File: src/rtl/hawk_multi_seek_if.sv
// Host disk-controller bus bundle for the multi-drive seek controller.
// The host side drives requests; the controller returns ack, status and head positions.
interface hawk_multi_seek_if #(
  parameter int NUM_DRIVES = 4,
  parameter int CYL_BITS   = 9
);
  // One spare select code so that out-of-range drive numbers can be presented and ignored.
  localparam int SEL_W = $clog2(NUM_DRIVES + 1);

  logic                           en;
  logic                           cyl_strobe;
  logic                           rtzs;
  logic [SEL_W-1:0]               drive_sel;
  logic [CYL_BITS-1:0]            cyl_addr_in;
  logic                           addr_ack;
  logic [NUM_DRIVES-1:0]          invalid_addr;
  logic [NUM_DRIVES-1:0]          seek_error;
  logic [NUM_DRIVES-1:0]          seek_strobe;
  logic [NUM_DRIVES-1:0]          on_cyl;
  logic [NUM_DRIVES*CYL_BITS-1:0] cur_cyl;

  modport master (
    output en, cyl_strobe, rtzs, drive_sel, cyl_addr_in,
    input  addr_ack, invalid_addr, seek_error, seek_strobe, on_cyl, cur_cyl
  );

  modport slave (
    input  en, cyl_strobe, rtzs, drive_sel, cyl_addr_in,
    output addr_ack, invalid_addr, seek_error, seek_strobe, on_cyl, cur_cyl
  );
endinterface

File: src/rtl/hawk_multi_seek_ctrl.sv
// Multi-drive seek controller: synchronises host seek/RTZ strobes and models per-drive
// head travel (step time per cylinder plus settle), tracking cylinder and status.
module hawk_multi_seek_ctrl #(
  parameter int NUM_DRIVES         = 4,
  parameter int NUM_CYL            = 408,
  parameter int CYL_BITS           = 9,
  parameter int CYCLES_PER_CYL     = 2,
  parameter int SETTLE_CYCLES      = 25,
  parameter int ACK_CYCLES         = 2,
  parameter bit INVALID_IS_ERROR   = 1'b1,
  parameter bit ERROR_DROPS_ON_CYL = 1'b1
) (
  input logic              clk,
  input logic              rst,
  hawk_multi_seek_if.slave bus
);
  localparam int SEL_W   = $clog2(NUM_DRIVES + 1);
  localparam int TMR_MAX = (CYCLES_PER_CYL > SETTLE_CYCLES) ? CYCLES_PER_CYL : SETTLE_CYCLES;
  localparam int TMR_W   = $clog2(TMR_MAX + 1);
  localparam int ACK_W   = $clog2(ACK_CYCLES + 1);
  localparam logic [TMR_W-1:0] STEP_LAST   = TMR_W'(CYCLES_PER_CYL - 1);
  localparam logic [TMR_W-1:0] SETTLE_LAST = TMR_W'(SETTLE_CYCLES - 1);
  localparam logic [ACK_W-1:0] ACK_LAST    = ACK_W'(ACK_CYCLES - 1);

  typedef enum logic [1:0] {IDLE, SEEK, SETTLE} state_t;

  logic                  strobe_p0, strobe_p1, strobe_p2;
  logic                  rtz_p0, rtz_p1, rtz_p2;
  state_t                state [NUM_DRIVES];
  logic [CYL_BITS-1:0]   cur   [NUM_DRIVES];
  logic [CYL_BITS-1:0]   tgt   [NUM_DRIVES];
  logic [TMR_W-1:0]      tmr   [NUM_DRIVES];
  logic [ACK_W-1:0]      ack_left;
  logic                  addr_ack;
  logic [NUM_DRIVES-1:0] invalid_addr, seek_error, seek_strobe, on_cyl;

  logic                  seek_edge, rtz_edge, req_vld, req_bad;
  logic [CYL_BITS-1:0]   req_cyl;
  logic [NUM_DRIVES-1:0] hit;

  function automatic logic [CYL_BITS-1:0] step_toward(input logic [CYL_BITS-1:0] from,
                                                      input logic [CYL_BITS-1:0] to);
    return (to > from) ? from + 1'b1 : from - 1'b1;
  endfunction

  // Detect stage: edges from the synchronised strobes; RTZ overrides a coincident seek.
  always_comb begin
    seek_edge = strobe_p1 & ~strobe_p2;
    rtz_edge  = ~rtz_p1 & rtz_p2;
    req_vld   = bus.en & (seek_edge | rtz_edge) & (bus.drive_sel < SEL_W'(NUM_DRIVES));
    req_cyl   = rtz_edge ? '0 : bus.cyl_addr_in;
    req_bad   = !rtz_edge && ({1'b0, bus.cyl_addr_in} >= (CYL_BITS + 1)'(NUM_CYL));
    hit       = '0;
    for (int d = 0; d < NUM_DRIVES; d++)
      hit[d] = req_vld && (bus.drive_sel == SEL_W'(d));
  end

  always_ff @(posedge clk) begin
    if (rst) begin
      strobe_p0    <= 1'b0;
      strobe_p1    <= 1'b0;
      strobe_p2    <= 1'b0;
      rtz_p0       <= 1'b0;
      rtz_p1       <= 1'b0;
      rtz_p2       <= 1'b0;
      ack_left     <= '0;
      addr_ack     <= 1'b0;
      invalid_addr <= '0;
      seek_error   <= '0;
      seek_strobe  <= '0;
      on_cyl       <= '1;
      for (int d = 0; d < NUM_DRIVES; d++) begin
        state[d] <= IDLE;
        cur[d]   <= '0;
        tgt[d]   <= '0;
        tmr[d]   <= '0;
      end
    end else begin
      strobe_p0   <= bus.cyl_strobe;
      strobe_p1   <= strobe_p0;
      strobe_p2   <= strobe_p1;
      rtz_p0      <= bus.rtzs;
      rtz_p1      <= rtz_p0;
      rtz_p2      <= rtz_p1;
      seek_strobe <= '0;

      if (req_vld && !req_bad) begin
        addr_ack <= 1'b1;
        ack_left <= ACK_LAST;
      end else if (ack_left != '0) begin
        ack_left <= ack_left - 1'b1;
      end else begin
        addr_ack <= 1'b0;
      end

      // Drive stage: accepted requests restart travel from the present cylinder.
      for (int d = 0; d < NUM_DRIVES; d++) begin
        if (hit[d] && !req_bad) begin
          tgt[d]          <= req_cyl;
          tmr[d]          <= '0;
          state[d]        <= (req_cyl == cur[d]) ? SETTLE : SEEK;
          seek_strobe[d]  <= 1'b1;
          on_cyl[d]       <= 1'b0;
          seek_error[d]   <= 1'b0;
          invalid_addr[d] <= 1'b0;
        end else begin
          case (state[d])
            SEEK: begin
              if (tmr[d] == STEP_LAST) begin
                tmr[d] <= '0;
                cur[d] <= step_toward(cur[d], tgt[d]);
                if (step_toward(cur[d], tgt[d]) == tgt[d]) state[d] <= SETTLE;
              end else begin
                tmr[d] <= tmr[d] + 1'b1;
              end
            end
            SETTLE: begin
              if (tmr[d] == SETTLE_LAST) begin
                tmr[d]    <= '0;
                state[d]  <= IDLE;
                on_cyl[d] <= !(ERROR_DROPS_ON_CYL && seek_error[d]);
              end else begin
                tmr[d] <= tmr[d] + 1'b1;
              end
            end
            default: ;
          endcase
          // An out-of-range request leaves motion alone and only flags status.
          if (hit[d]) begin
            invalid_addr[d] <= 1'b1;
            seek_error[d]   <= INVALID_IS_ERROR;
            if (ERROR_DROPS_ON_CYL && INVALID_IS_ERROR) on_cyl[d] <= 1'b0;
          end
        end
      end
    end
  end

  assign bus.addr_ack     = addr_ack;
  assign bus.invalid_addr = invalid_addr;
  assign bus.seek_error   = seek_error;
  assign bus.seek_strobe  = seek_strobe;
  assign bus.on_cyl       = on_cyl;

  for (genvar g = 0; g < NUM_DRIVES; g++) begin : g_cur
    assign bus.cur_cyl[g*CYL_BITS +: CYL_BITS] = cur[g];
  end
endmodule
File: src/flat_wrapper.sv
// flat-port wrapper written by rule: the top's interface ports become plain ports
module hawk_multi_seek_ctrl_flat 
#(
  parameter int NUM_DRIVES         = 4,
  parameter int NUM_CYL            = 408,
  parameter int CYL_BITS           = 9,
  parameter int CYCLES_PER_CYL     = 2,
  parameter int SETTLE_CYCLES      = 25,
  parameter int ACK_CYCLES         = 2,
  parameter bit INVALID_IS_ERROR   = 1'b1,
  parameter bit ERROR_DROPS_ON_CYL = 1'b1
)
  (clk, rst, bus_en, bus_cyl_strobe, bus_rtzs, bus_drive_sel, bus_cyl_addr_in, bus_addr_ack, bus_invalid_addr, bus_seek_error, bus_seek_strobe, bus_on_cyl, bus_cur_cyl);
  hawk_multi_seek_if #(.NUM_DRIVES(NUM_DRIVES), .CYL_BITS(CYL_BITS)) bus_i ();
  input logic clk;
  input logic rst;
  input wire logic [$bits(bus_i.en)-1:0] bus_en;
  input wire logic [$bits(bus_i.cyl_strobe)-1:0] bus_cyl_strobe;
  input wire logic [$bits(bus_i.rtzs)-1:0] bus_rtzs;
  input wire logic [$bits(bus_i.drive_sel)-1:0] bus_drive_sel;
  input wire logic [$bits(bus_i.cyl_addr_in)-1:0] bus_cyl_addr_in;
  output wire logic [$bits(bus_i.addr_ack)-1:0] bus_addr_ack;
  output wire logic [$bits(bus_i.invalid_addr)-1:0] bus_invalid_addr;
  output wire logic [$bits(bus_i.seek_error)-1:0] bus_seek_error;
  output wire logic [$bits(bus_i.seek_strobe)-1:0] bus_seek_strobe;
  output wire logic [$bits(bus_i.on_cyl)-1:0] bus_on_cyl;
  output wire logic [$bits(bus_i.cur_cyl)-1:0] bus_cur_cyl;
  assign bus_i.en = bus_en;
  assign bus_i.cyl_strobe = bus_cyl_strobe;
  assign bus_i.rtzs = bus_rtzs;
  assign bus_i.drive_sel = bus_drive_sel;
  assign bus_i.cyl_addr_in = bus_cyl_addr_in;
  assign bus_addr_ack = bus_i.addr_ack;
  assign bus_invalid_addr = bus_i.invalid_addr;
  assign bus_seek_error = bus_i.seek_error;
  assign bus_seek_strobe = bus_i.seek_strobe;
  assign bus_on_cyl = bus_i.on_cyl;
  assign bus_cur_cyl = bus_i.cur_cyl;
  hawk_multi_seek_ctrl #(.NUM_DRIVES(NUM_DRIVES), .NUM_CYL(NUM_CYL), .CYL_BITS(CYL_BITS), .CYCLES_PER_CYL(CYCLES_PER_CYL), .SETTLE_CYCLES(SETTLE_CYCLES), .ACK_CYCLES(ACK_CYCLES), .INVALID_IS_ERROR(INVALID_IS_ERROR), .ERROR_DROPS_ON_CYL(ERROR_DROPS_ON_CYL)) u_core (.clk(clk), .rst(rst), .bus(bus_i));
endmodule
File: config.mk
export PLATFORM = sky130hd
export DESIGN_NAME = hawk_multi_seek_ctrl_flat
export DESIGN_NICKNAME = d
export VERILOG_FILES = /design/src/rtl/hawk_multi_seek_if.sv /design/src/rtl/hawk_multi_seek_ctrl.sv /design/src/flat_wrapper.sv
export SDC_FILE = /design/constraint.sdc
export NUM_CORES = 1
export LEC_CHECK = 0
export CORE_AREA = 2 2 134 136
export DETAILED_ROUTE_END_ITERATION = 10
export DIE_AREA = 0 0 136 138
export PLACE_DENSITY = 0.72
export SLEW_MARGIN = 25
export SYNTH_ARGS = -nofsm -noshare
export SYNTH_HDL_FRONTEND = slang
export SYNTH_SLANG_ARGS = --single-unit
export TNS_END_PERCENT = 50
File: constraint.sdc
create_clock -name clk -period 3.45 [get_ports clk]
set_input_delay 0.345 -clock clk [delete_from_list [all_inputs] [get_ports clk]]
set_output_delay 0.345 -clock clk [all_outputs]
set_load 0.02 [all_outputs]
# ---- Word-level counts from Yosys, hierarchy flattened
# Memory sizes are Yosys's and may differ from the RTL's.
# Index checks and enable logic that the tools add are counted.
dict set report totals {
  register_bits 21
  ramBits 100
  elab_cells 339
  in_bits 17
  memories 4
  out_inout_bits 53
}
dict set report classes {
  n_reduce_logical 36
  muxes 187
  bitwise 47
  n_addsub 13
  order_cmp 6
  n_eq_ne 28
}
# name depth word_bits read_ports rd_ports_with_merged_regs write_ports line_no
set memory_table {}
lappend memory_table {u_core.cur 4 9 4 0 4 hawk_multi_seek_ctrl.sv:30} ;# logic [CYL_BITS-1:0] cur [NUM_DRIVES];
lappend memory_table {u_core.tgt 4 9 4 0 4 hawk_multi_seek_ctrl.sv:31} ;# logic [CYL_BITS-1:0] tgt [NUM_DRIVES];
lappend memory_table {u_core.tmr 4 5 4 0 4 hawk_multi_seek_ctrl.sv:32} ;# logic [TMR_W-1:0] tmr [NUM_DRIVES];
lappend memory_table {u_core.state 4 2 4 0 4 hawk_multi_seek_ctrl.sv:29} ;# state_t state [NUM_DRIVES];
# cell count
set ops {}
lappend ops {{1-bit two-way mux} 138}
lappend ops {{9-bit two-way mux} 13}
lappend ops {{5-bit two-way mux} 20}
lappend ops {{9-bit equality test} 8}
lappend ops {{1-bit OR} 41}
lappend ops {{9-bit by 1-bit adder with 9-bit output (second input constant)} 4}
lappend ops {{9-bit greater-than comparator} 4}
lappend ops {{9-bit by 1-bit subtractor with 9-bit output (second input constant)} 4}
lappend ops {{2-bit two-way mux} 16}
lappend ops {{3-bit nonzero test} 8}
lappend ops {{5-bit by 1-bit adder with 5-bit output (second input constant)} 4}
lappend ops {{5-bit by 1-bit equality test with 1-bit output (second input constant)} 4}
lappend ops {{5-bit equality test (second input constant)} 4}
lappend ops {{1-bit logical AND} 10}
lappend ops {{2-bit OR reduction} 5}
lappend ops {{9-bit greater-or-equal comparator (second input constant)} 1}
lappend ops {{2-bit by 1-bit equality test with 1-bit output (second input constant)} 4}
lappend ops {{2-bit equality test (second input constant)} 4}
lappend ops {{2-bit AND reduction} 4}
lappend ops {{3-bit by 2-bit equality test with 1-bit output (second input constant)} 2}
lappend ops {{1-bit zero test} 6}
lappend ops {{1-bit bitwise AND} 4}
lappend ops {{2-bit nonzero test} 2}
lappend ops {{3-bit by 1-bit equality test with 1-bit output (second input constant)} 1}
lappend ops {{5 further kinds} 6}

# ---- Longest topological paths before layout
# Gate-level depths: netlist of the first run.
dict set report logic_depth {
  ltp_word 15
  ltp_mapped 16
}

# ---- Worst setup path before layout of the first run
# No wires, ideal clock.
dict set report synth_path {
  kind {reg2reg}
  startpoint {mem u_core.cur[3][8]}
  endpoint {mem u_core.state[3][0] (netlist bit) (enable)}
  path_stages_with_launch 16
  arrival_ps 3707
  setup_slack_ps -555
  t_required_ps 3153
  path_cell_list {edfxtp_1 > clkbuf_1 > inv_1 > ha_1 > nand4_1 > nor2_1 > and2_1 > o21ai_0 > inv_1 > fa_1 > xor2_1 > xnor2_1 > or3_1 > nor4_1 > nand4_1 > nand2_1}
}
# item line_no
set synth_lines {}
lappend synth_lines {{start: declaration} hawk_multi_seek_ctrl.sv:30}
lappend synth_lines {{end: declaration} hawk_multi_seek_ctrl.sv:29}

==> metrics.md, run 1 <==
| Metric | Value |
|---|---|
| Largest net degree at the start of global routing | 26 |
| Cell with the most instances after synthesis | nor2_1 |
| Die ar. | 18800 µm² |
| Worst Path Buf+Inv | 2 |
| Final hold viol count | 0 |
| FILL cells | about 1.4k |
| CTS tree | built |
| Slowest CP cell | edfxtp_1 |
| Clk buf depth | 2 |
| Num CTS Buffers | 17 |
| Worst min-delay path category | flip-flop to flip-flop |
| Worst path top cell family by delay | compound AO/OA/AOI/OAI gates |
| Post-Synth XOR/XNOR Area | 0.107 |
| RSZ-0062 raised after global routing | true |
| Yosys top cell area share | 0.354 |
| Drt initial violations | 559 |
| Tightest Pin Transition | about 670 ps |
| Layout cells sized above 1 | 0.236 |
| GPL Wtd Cong | 0.907 |
| Global routing's busiest layer | met2 |
| Tmin final | 3620 ps |
| Met2 Usage GRT | 0.398 |
| Crit path largest cell delay | 410 ps |
| Overall power | 4.70 mW |
| Max-slew violations | 0 |
| Final worst slack | -174 ps |
| Cell count after placement | 1276 |
| GRT Util Overall | 0.241 |
| Worst Setup Start Kind | flip-flop |
| Max-Cap Viols | 0 |
| Area grow syn2layout | 35.7% |
| Setup-failing EPs final | 6 |
| Worst skew pair latency | 420 ps |
| Mux contribution to synthesized area | 0 |
| Setup Crit Path Kind | flip-flop to flip-flop |
| Clock root buffer | clkbuf_16 |
| Final cell count without fillers | 1330 |
| Synthesized area | about 8500 µm² |
| Std-Cell Rows | 49 |
| H-tree depth | 4 |
| Die height | 138 µm |
| Yosys top cell by area | edfxtp_1 |
| # clock sinks | ~120 |
| Post-synth EDFFs | 100 |
| Post-DP HPWL | 16.8 mm |
| Grt met3 use | 0.0466 |
| Flops & latches, synth | about 120 |
| ANT nets after route | 0 |
| Post-Synth Adder-Cell Area | 0.127 |
| Fmax | 276 MHz |
| Net count, final | 1189 |
| Initial antenna violation count | 0 |
| Diodes inserted | 0 |
| CP Data Arrival Time | 3740 ps |
| DRC | 0 |
| Met1 Track Usage GR | 0.322 |
| Async SR Flop Fraction | 0 |
| Drt pass-1 iters | 5 |
| Maximum fanout along the worst path | 3 |
| CP required | 3570 ps |
| Pwr/cell area | roughly 410 nW/µm² |
| Failing checks | setup timing |
| Compound-Gate Fraction of Synth Area | 0.114 |
| Most frequent cells after synthesis | nor2_1 (145), edfxtp_1 (100), ha_1 (80) |
| Synth Warn # | 0 |
| Routed WL per cell | 17.4 µm |
| Top cells by area, synth | edfxtp_1 (35%), ha_1 (12%), nor2_1 (6.4%) |
| Share of the cycle needed by the critical path after routing | 1.05 |
| Vias in the first global route | around 7.1k |
| Core Util, Final | 0.656 |
| Largest family of logic cells by synthesized area | simple AND/OR/NAND/NOR gates |
| Simple-Gate Fraction of Synth Area | 0.203 |
| Core area | 17500 µm² |
| IO Pins | 70 |
| Peak supply drop | 0.355 mV |
| Vias/cell | 5.63 |
| Syn_area_per_cell | 9.59 µm² |
| Global-route wire length before repair | 35.5 mm |
| CTS clock-pin slew for the worst setup and hold paths | 60 ps |
| Clk_skew | 5.89 ps |
| Synth Flop Type | edfxtp_1 |
| Leakage | about 4.7 nW |
| Total congestion overflow | 0 |
| Final WL | ~23 mm |
| Slew headroom | 0.552 |
| CP cell instances | inv_2 > ha_4 > a21o_1 > a21o_1 > a2111oi_4 > nor3b_4 > buf_4 > fa_2 > nand2b_4 > o2bb2ai_2 > o21a_1 > o21ai_2 > xnor3_2 > xnor2_2 > o21ai_2 |
| Initial Util | 0.484 |
| Syn_nets | 985 |
| Port bufs | slightly below 70 |
| Cells after Synth | 884 |
| Worst Setup End Kind | flip-flop |
| Via Count | 7486 |
| Chip width | 136 µm |
| Distinct cells, synth | 68 |
| Status | finished with violations |
| Post-synthesis sequential area ratio | 0.404 |
-- final cells by class --
cell class	count	area [µm²]	share of cell area
multi-input cells	669	5240	0.455
inverters	68	255	0.0222
clock inverters	14	109	0.00946
repair buffers	211	1770	0.154
well taps	229	287	0.0249
flip-flops and latches	121	3420	0.297
clock buffers	18	429	0.0373
-- flip-flops by register name (all words and copies together), names as in the netlist, 2 cells and up --
name	flops
u_core.bus.on_cyl	4
u_core.bus.seek_error	3
u_core.bus.seek_strobe	4
u_core.cur	36
u_core.tgt	36
u_core.ack_left	2
u_core.tmr	20
u_core.state	8
-- path summary, 6_finish.rpt --
path,slack [ps],to,cells past startpoint,startpoint
max,-170,u_core.state[2][1]$_SDFFCE_PP0P_,15,u_core.cur[2][2]$_SDFFCE_PN0P_
min,450,u_core.strobe_p1$_SDFF_PP0_,1,u_core.strobe_p0$_SDFF_PP0_
max reg2reg,-170,u_core.state[2][1]$_SDFFCE_PP0P_,15,u_core.cur[2][2]$_SDFFCE_PN0P_
min reg2reg,450,u_core.strobe_p1$_SDFF_PP0_,1,u_core.strobe_p0$_SDFF_PP0_
-- metal layers --
metal / wire length (µm) / up-vias
met1: 9780 / 3564
met5: 0 / -
li1: - / 3582
met3: 1510 / 47
met2: 11500 / 293
met4: 418 / 0
-- cells in the final DEF, fill, tap and decap left out, drive strengths merged, types with 9 or more instances in the layout --
| master | synthesis | final |
|---|---|---|
| nor2b | 11 | 11 |
| xor2 | 32 | 32 |
| clkinv | 1 | 11 |
| nand2b | 21 | 21 |
| clkbuf | 19 | 18 |
| a31oi | 24 | 24 |
| a21oi | 31 | 31 |
| edfxtp | 100 | 100 |
| dfxtp | 21 | 21 |
| inv | 67 | 67 |
| and3 | 12 | 12 |
| clkdlybuf4s50 | 0 | 69 |
| nor2 | 145 | 145 |
| o32ai | 12 | 12 |
| xnor2 | 59 | 59 |
| a21o | 9 | 9 |
| ha | 80 | 80 |
| buf | 8 | 142 |
| o21ai | 28 | 28 |
| nand2 | 52 | 52 |
| nor4b | 18 | 18 |
| nand3 | 23 | 23 |
| nand4 | 14 | 14 |
-- timing repair --
item,4_1_cts,5_1_grt
hold buffers,0,0
endpoints found under the setup margin,12,13
gates resized for setup,29,36
gates cloned,1,0
setup buffers,12,9
pin swaps,18,16
-- cells by family after synthesis --
group,count (synthesis)
simple gates,342
compound gates,146
flops,121
xor+xnor,96
buf+inv,95
fa+ha+maj,84
-- worst register-to-register path: cells and delay by family, from the launching register on --
family	cells	cell delay (ps)
AO/OA/AOI/OAI	7	1380
XOR/XNOR	2	490
adder cells (fa/ha/maj)	2	560
buffers and inverters	2	250
flip-flops	1	410
AND/OR/NAND/NOR	2	250
-- power breakdown --
group / total, mW / internal (mW) / leakage, nW / switching [mW]
Clock: 1.61 / 0.975 / 0.256 / 0.640
Combinational: 1.37 / 0.667 / 3.23 / 0.704
Sequential: 1.71 / 1.66 / 1.22 / 0.0553
Total: 4.70 / 3.30 / 4.71 / 1.40
-- stage by stage --
| step | instance area, µm² | hold WS (ps) | setup TNS, ps | setup slack (ps) |
|---|---|---|---|---|
| 6_report | 11500 | 448 | -708 | -174 |
| 5_1_grt | 11500 | 450 | -2900 | -369 |
| 4_1_cts | 11200 | 440 | -606 | -107 |
| 3_5_place_dp | 10400 | 427 | -1600 | -246 |
| 3_3_place_gp | 10400 | 417 | -595 | -124 |
| 2_1_floorplan | 8640 | 414 | -891 | -156 |
(Power assumes the default switching activity.)
==> inputs of run 2 (changes only) <==
Settings changed: ABC_CLOCK_PERIOD_IN_PS set to 3450, CELL_PAD_IN_SITES_DETAIL_PLACEMENT set to 1, CELL_PAD_IN_SITES_GLOBAL_PLACEMENT set to 2, CORE_AREA 2 2 134 136 to 2 2 161 163, DIE_AREA 0 0 136 138 to 0 0 163 165, PLACE_DENSITY 0.72 to not set, PLACE_DENSITY_LB_ADDON set to 0.1, RECOVER_POWER set to 25.
==> run 2 against run 1 <==
Compared with the run above:
- the run still ends with setup timing left
- non-clock buffer count up 68
- critical path depth stayed put
- global-route usage is 3.1 points lower
- clock power is 14% higher
- flip-flop and latch count is the same
- worst setup slack worse by 15 ps
- clock skew grew 4.2 ps
- critical endpoint unchanged
==> metrics.md, run 2 (synthesis gave the netlist of run 1 again) <==
| Metric | Value |
|---|---|
| H-tree depth | 4 |
| Num CTS Buffers | 17 |
| Setup TNS | -966 ps |
| Vias in the first global route | 7905 |
| CP required | 3580 ps |
| CTS tree | built |
| DRC | 0 |
| Failing checks | setup timing |
| Most frequent cells in the layout | buf_4 (207), nor2_1 (141), edfxtp_1 (100) |
| Diodes inserted | 0 |
| Worst min-delay path category | flip-flop to flip-flop |
| HP Start | u_core.strobe_p0$_SDFF_PP0_ |
| Largest net degree at the start of global routing | 25 |
| CP Data Arrival Time | ~3800 ps |
| Chip width | between 150 and 200 µm |
| Tmin final | 3640 ps |
| Pwr/cell area | 414 nW/µm² |
| Max-slew violations | 0 |
| Core area | approximately 25000 µm² |
| Leakage | 5.14 nW |
| Net count, final | 1257 |
| Via Count | 7560 |
| # clock sinks | between 100 and 150 |
| Worst skew pair latency | 430 ps |
| Clk_skew | ~10 ps |
| Worst R2R End | u_core.state[2][1]$_SDFFCE_PP0P_ |
| Global-route wire length before repair | 43.1 mm |
| Post-DP HPWL | 20.9 mm |
| Slew headroom | 0.264 |
| ANT nets after route | 0 |
| IO Pins | 70 |
| Final hold viol count | 0 |
| Worst Setup Start Kind | flip-flop |
| M1 WL | about 12 mm |
| Met3 routed WL | 985 µm |
| Hold path cells | 1 |
| Register-to-Register Path Depth | 15 |
| Met2 WL | 13.6 mm |
| CTS clock-pin slew for the worst setup and hold paths | 60 ps |
| Top sig layer | met4 |
| Layout cells sized above 1 | 0.309 |
| RSZ-0062 raised after global routing | true |
| Max-Cap Viols | 0 |
| Drt pass-1 iters | 4 |
| Clock root buffer | clkbuf_16 |
| GRT Util Overall | 0.210 |
| Worst Hold Endpoint | u_core.strobe_p1$_SDFF_PP0_ |
| Tightest Pin Transition | about 1100 ps |
| Area grow syn2layout | 45.9% |
| Commonest non-fill, non-tap cell in the layout | buf_4 |
| GPL Wtd Cong | 0.810 |
| Total congestion overflow | 0 |
| Clk buf depth | 2 |
| Fmax | around 270 MHz |
| Overall power | about 5.1 mW |
| Setup Crit Path Kind | flip-flop to flip-flop |
| Peak supply drop | between 0.2 and 0.25 mV |
| Worst r2r src | u_core.tgt[0][20]$_SDFFCE_PN0P_ |
| Setup-failing EPs final | 7 |
| FF/Latch Area | 3420 µm² |
| Footprint of the multi-input gates | 5410 µm² |
| Initial antenna violation count | 0 |
| Die height | 165 µm |
| Routed WL per cell | 18.3 µm |
| Worst Setup End Kind | flip-flop |
| Worst reg-to-reg setup slack | -190 ps |
| Vias/cell | 5.04 |
| Final worst slack | -189 ps |
| FILL cells | 2809 |
| Maximum fanout along the worst path | 3 |
| Top flop regs | u_core.cur (36), u_core.tgt (36), u_core.tmr (20) |
| Port bufs | 69 |
| Status | finished with violations |
| Initial Util | 0.339 |
| Die ar. | 26900 µm² |
| Hold-fix buffers, CTS | 0 |
| Share of the cycle needed by the critical path after routing | 1.05 |
| Drt initial violations | just over 300 |
| Std-Cell Rows | just under 60 |
| Final WL | 27.4 mm |
-- run 2: cell types whose count changed in the layout (fill, tap and decap cells not counted), sizes merged --
cell	delta
buf	+66
bufinv	+2
clkbuf	+1
clkdlybuf4s50	-50
clkinv	-5
clkinvlp	+2
dlygate4sd3	+50
inv	+2
-- run 2: worst max path at each step --
stage | slack (ps) | endpoint | startpoint | cells after the start
2_1_floorplan | -160 | u_core.state[1][0]$_SDFFCE_PP0P_ | u_core.cur[1][1]$_SDFFCE_PN0P_ | 13
3_3_place_gp | -260 | u_core.state[1][0]$_SDFFCE_PP0P_ | u_core.cur[1][3]$_SDFFCE_PN0P_ | 13
3_5_place_dp | -330 | u_core.state[1][0]$_SDFFCE_PP0P_ | u_core.tgt[0][17]$_SDFFCE_PN0P_ | 12
4_1_cts | -210 | u_core.state[2][1]$_SDFFCE_PP0P_ | u_core.tgt[0][20]$_SDFFCE_PN0P_ | 14
5_1_grt | -370 | u_core.state[1][1]$_SDFFCE_PP0P_ | u_core.cur[1][4]$_SDFFCE_PN0P_ | 13
6_report | -190 | u_core.state[2][1]$_SDFFCE_PP0P_ | u_core.tgt[0][20]$_SDFFCE_PN0P_ | 15
-- run 2: cell type report --
class / count / share of cell area
well taps: 330 / 0.0334
clock buffers: 17 / 0.0344
flip-flops and latches: 121 / 0.277
inverters: 68 / 0.0206
multi-input cells: 669 / 0.438
clock inverters: 15 / 0.0143
repair buffers: 279 / 0.183
-- run 2: worst max-delay path: stages, from the launching register on --
cell	delay [ps]
edfxtp_1	440
ha_4	240
a21o_1	150
a21o_1	170
a2111oi_4	350
nor3b_4	100
buf_4	150
fa_2	350
nand2b_4	150
o2bb2ai_2	130
xor2_1	140
buf_4	150
xnor2_1	130
nor4_2	270
nand4_1	210
o21ai_2	210
-- run 2: repair_timing --
action,CTS,global route
setup endpoints to repair,13,18
pin swaps,30,62
buffers inserted,20,22
resized for setup,42,64
gates cloned,1,0
-- run 2: report_power, final --
| part | total [mW] | switching, mW | leakage (nW) | internal (mW) |
|---|---|---|---|---|
| registers | 1.71 | 0.0555 | 1.22 | 1.66 |
| logic | 1.57 | 0.772 | 3.65 | 0.795 |
| clock network | 1.84 | 0.706 | 0.279 | 1.14 |
| total | 5.12 | 1.53 | 5.14 | 3.59 |
-- run 2: through the flow --
stage                     instances  instance area (µm²)  utilization  setup WS (ps)  hold WS (ps)
final                          1499                12400        0.494           -189           440
after global routing           1499                12400        0.494           -372           471
after CTS                      1477                11900        0.474           -206           450
after detailed placement       1424                10900        0.435           -330           436
after global placement         1424                10900        0.435           -263           421
after floorplan                 884                 8640            -           -156           414
-- run 2: layer usage --
metal  vias up  track usage
met2       117        0.367
met5         -            0
met3        28       0.0311
met4         0       0.0559
met1      3701        0.270
li1       3714            -
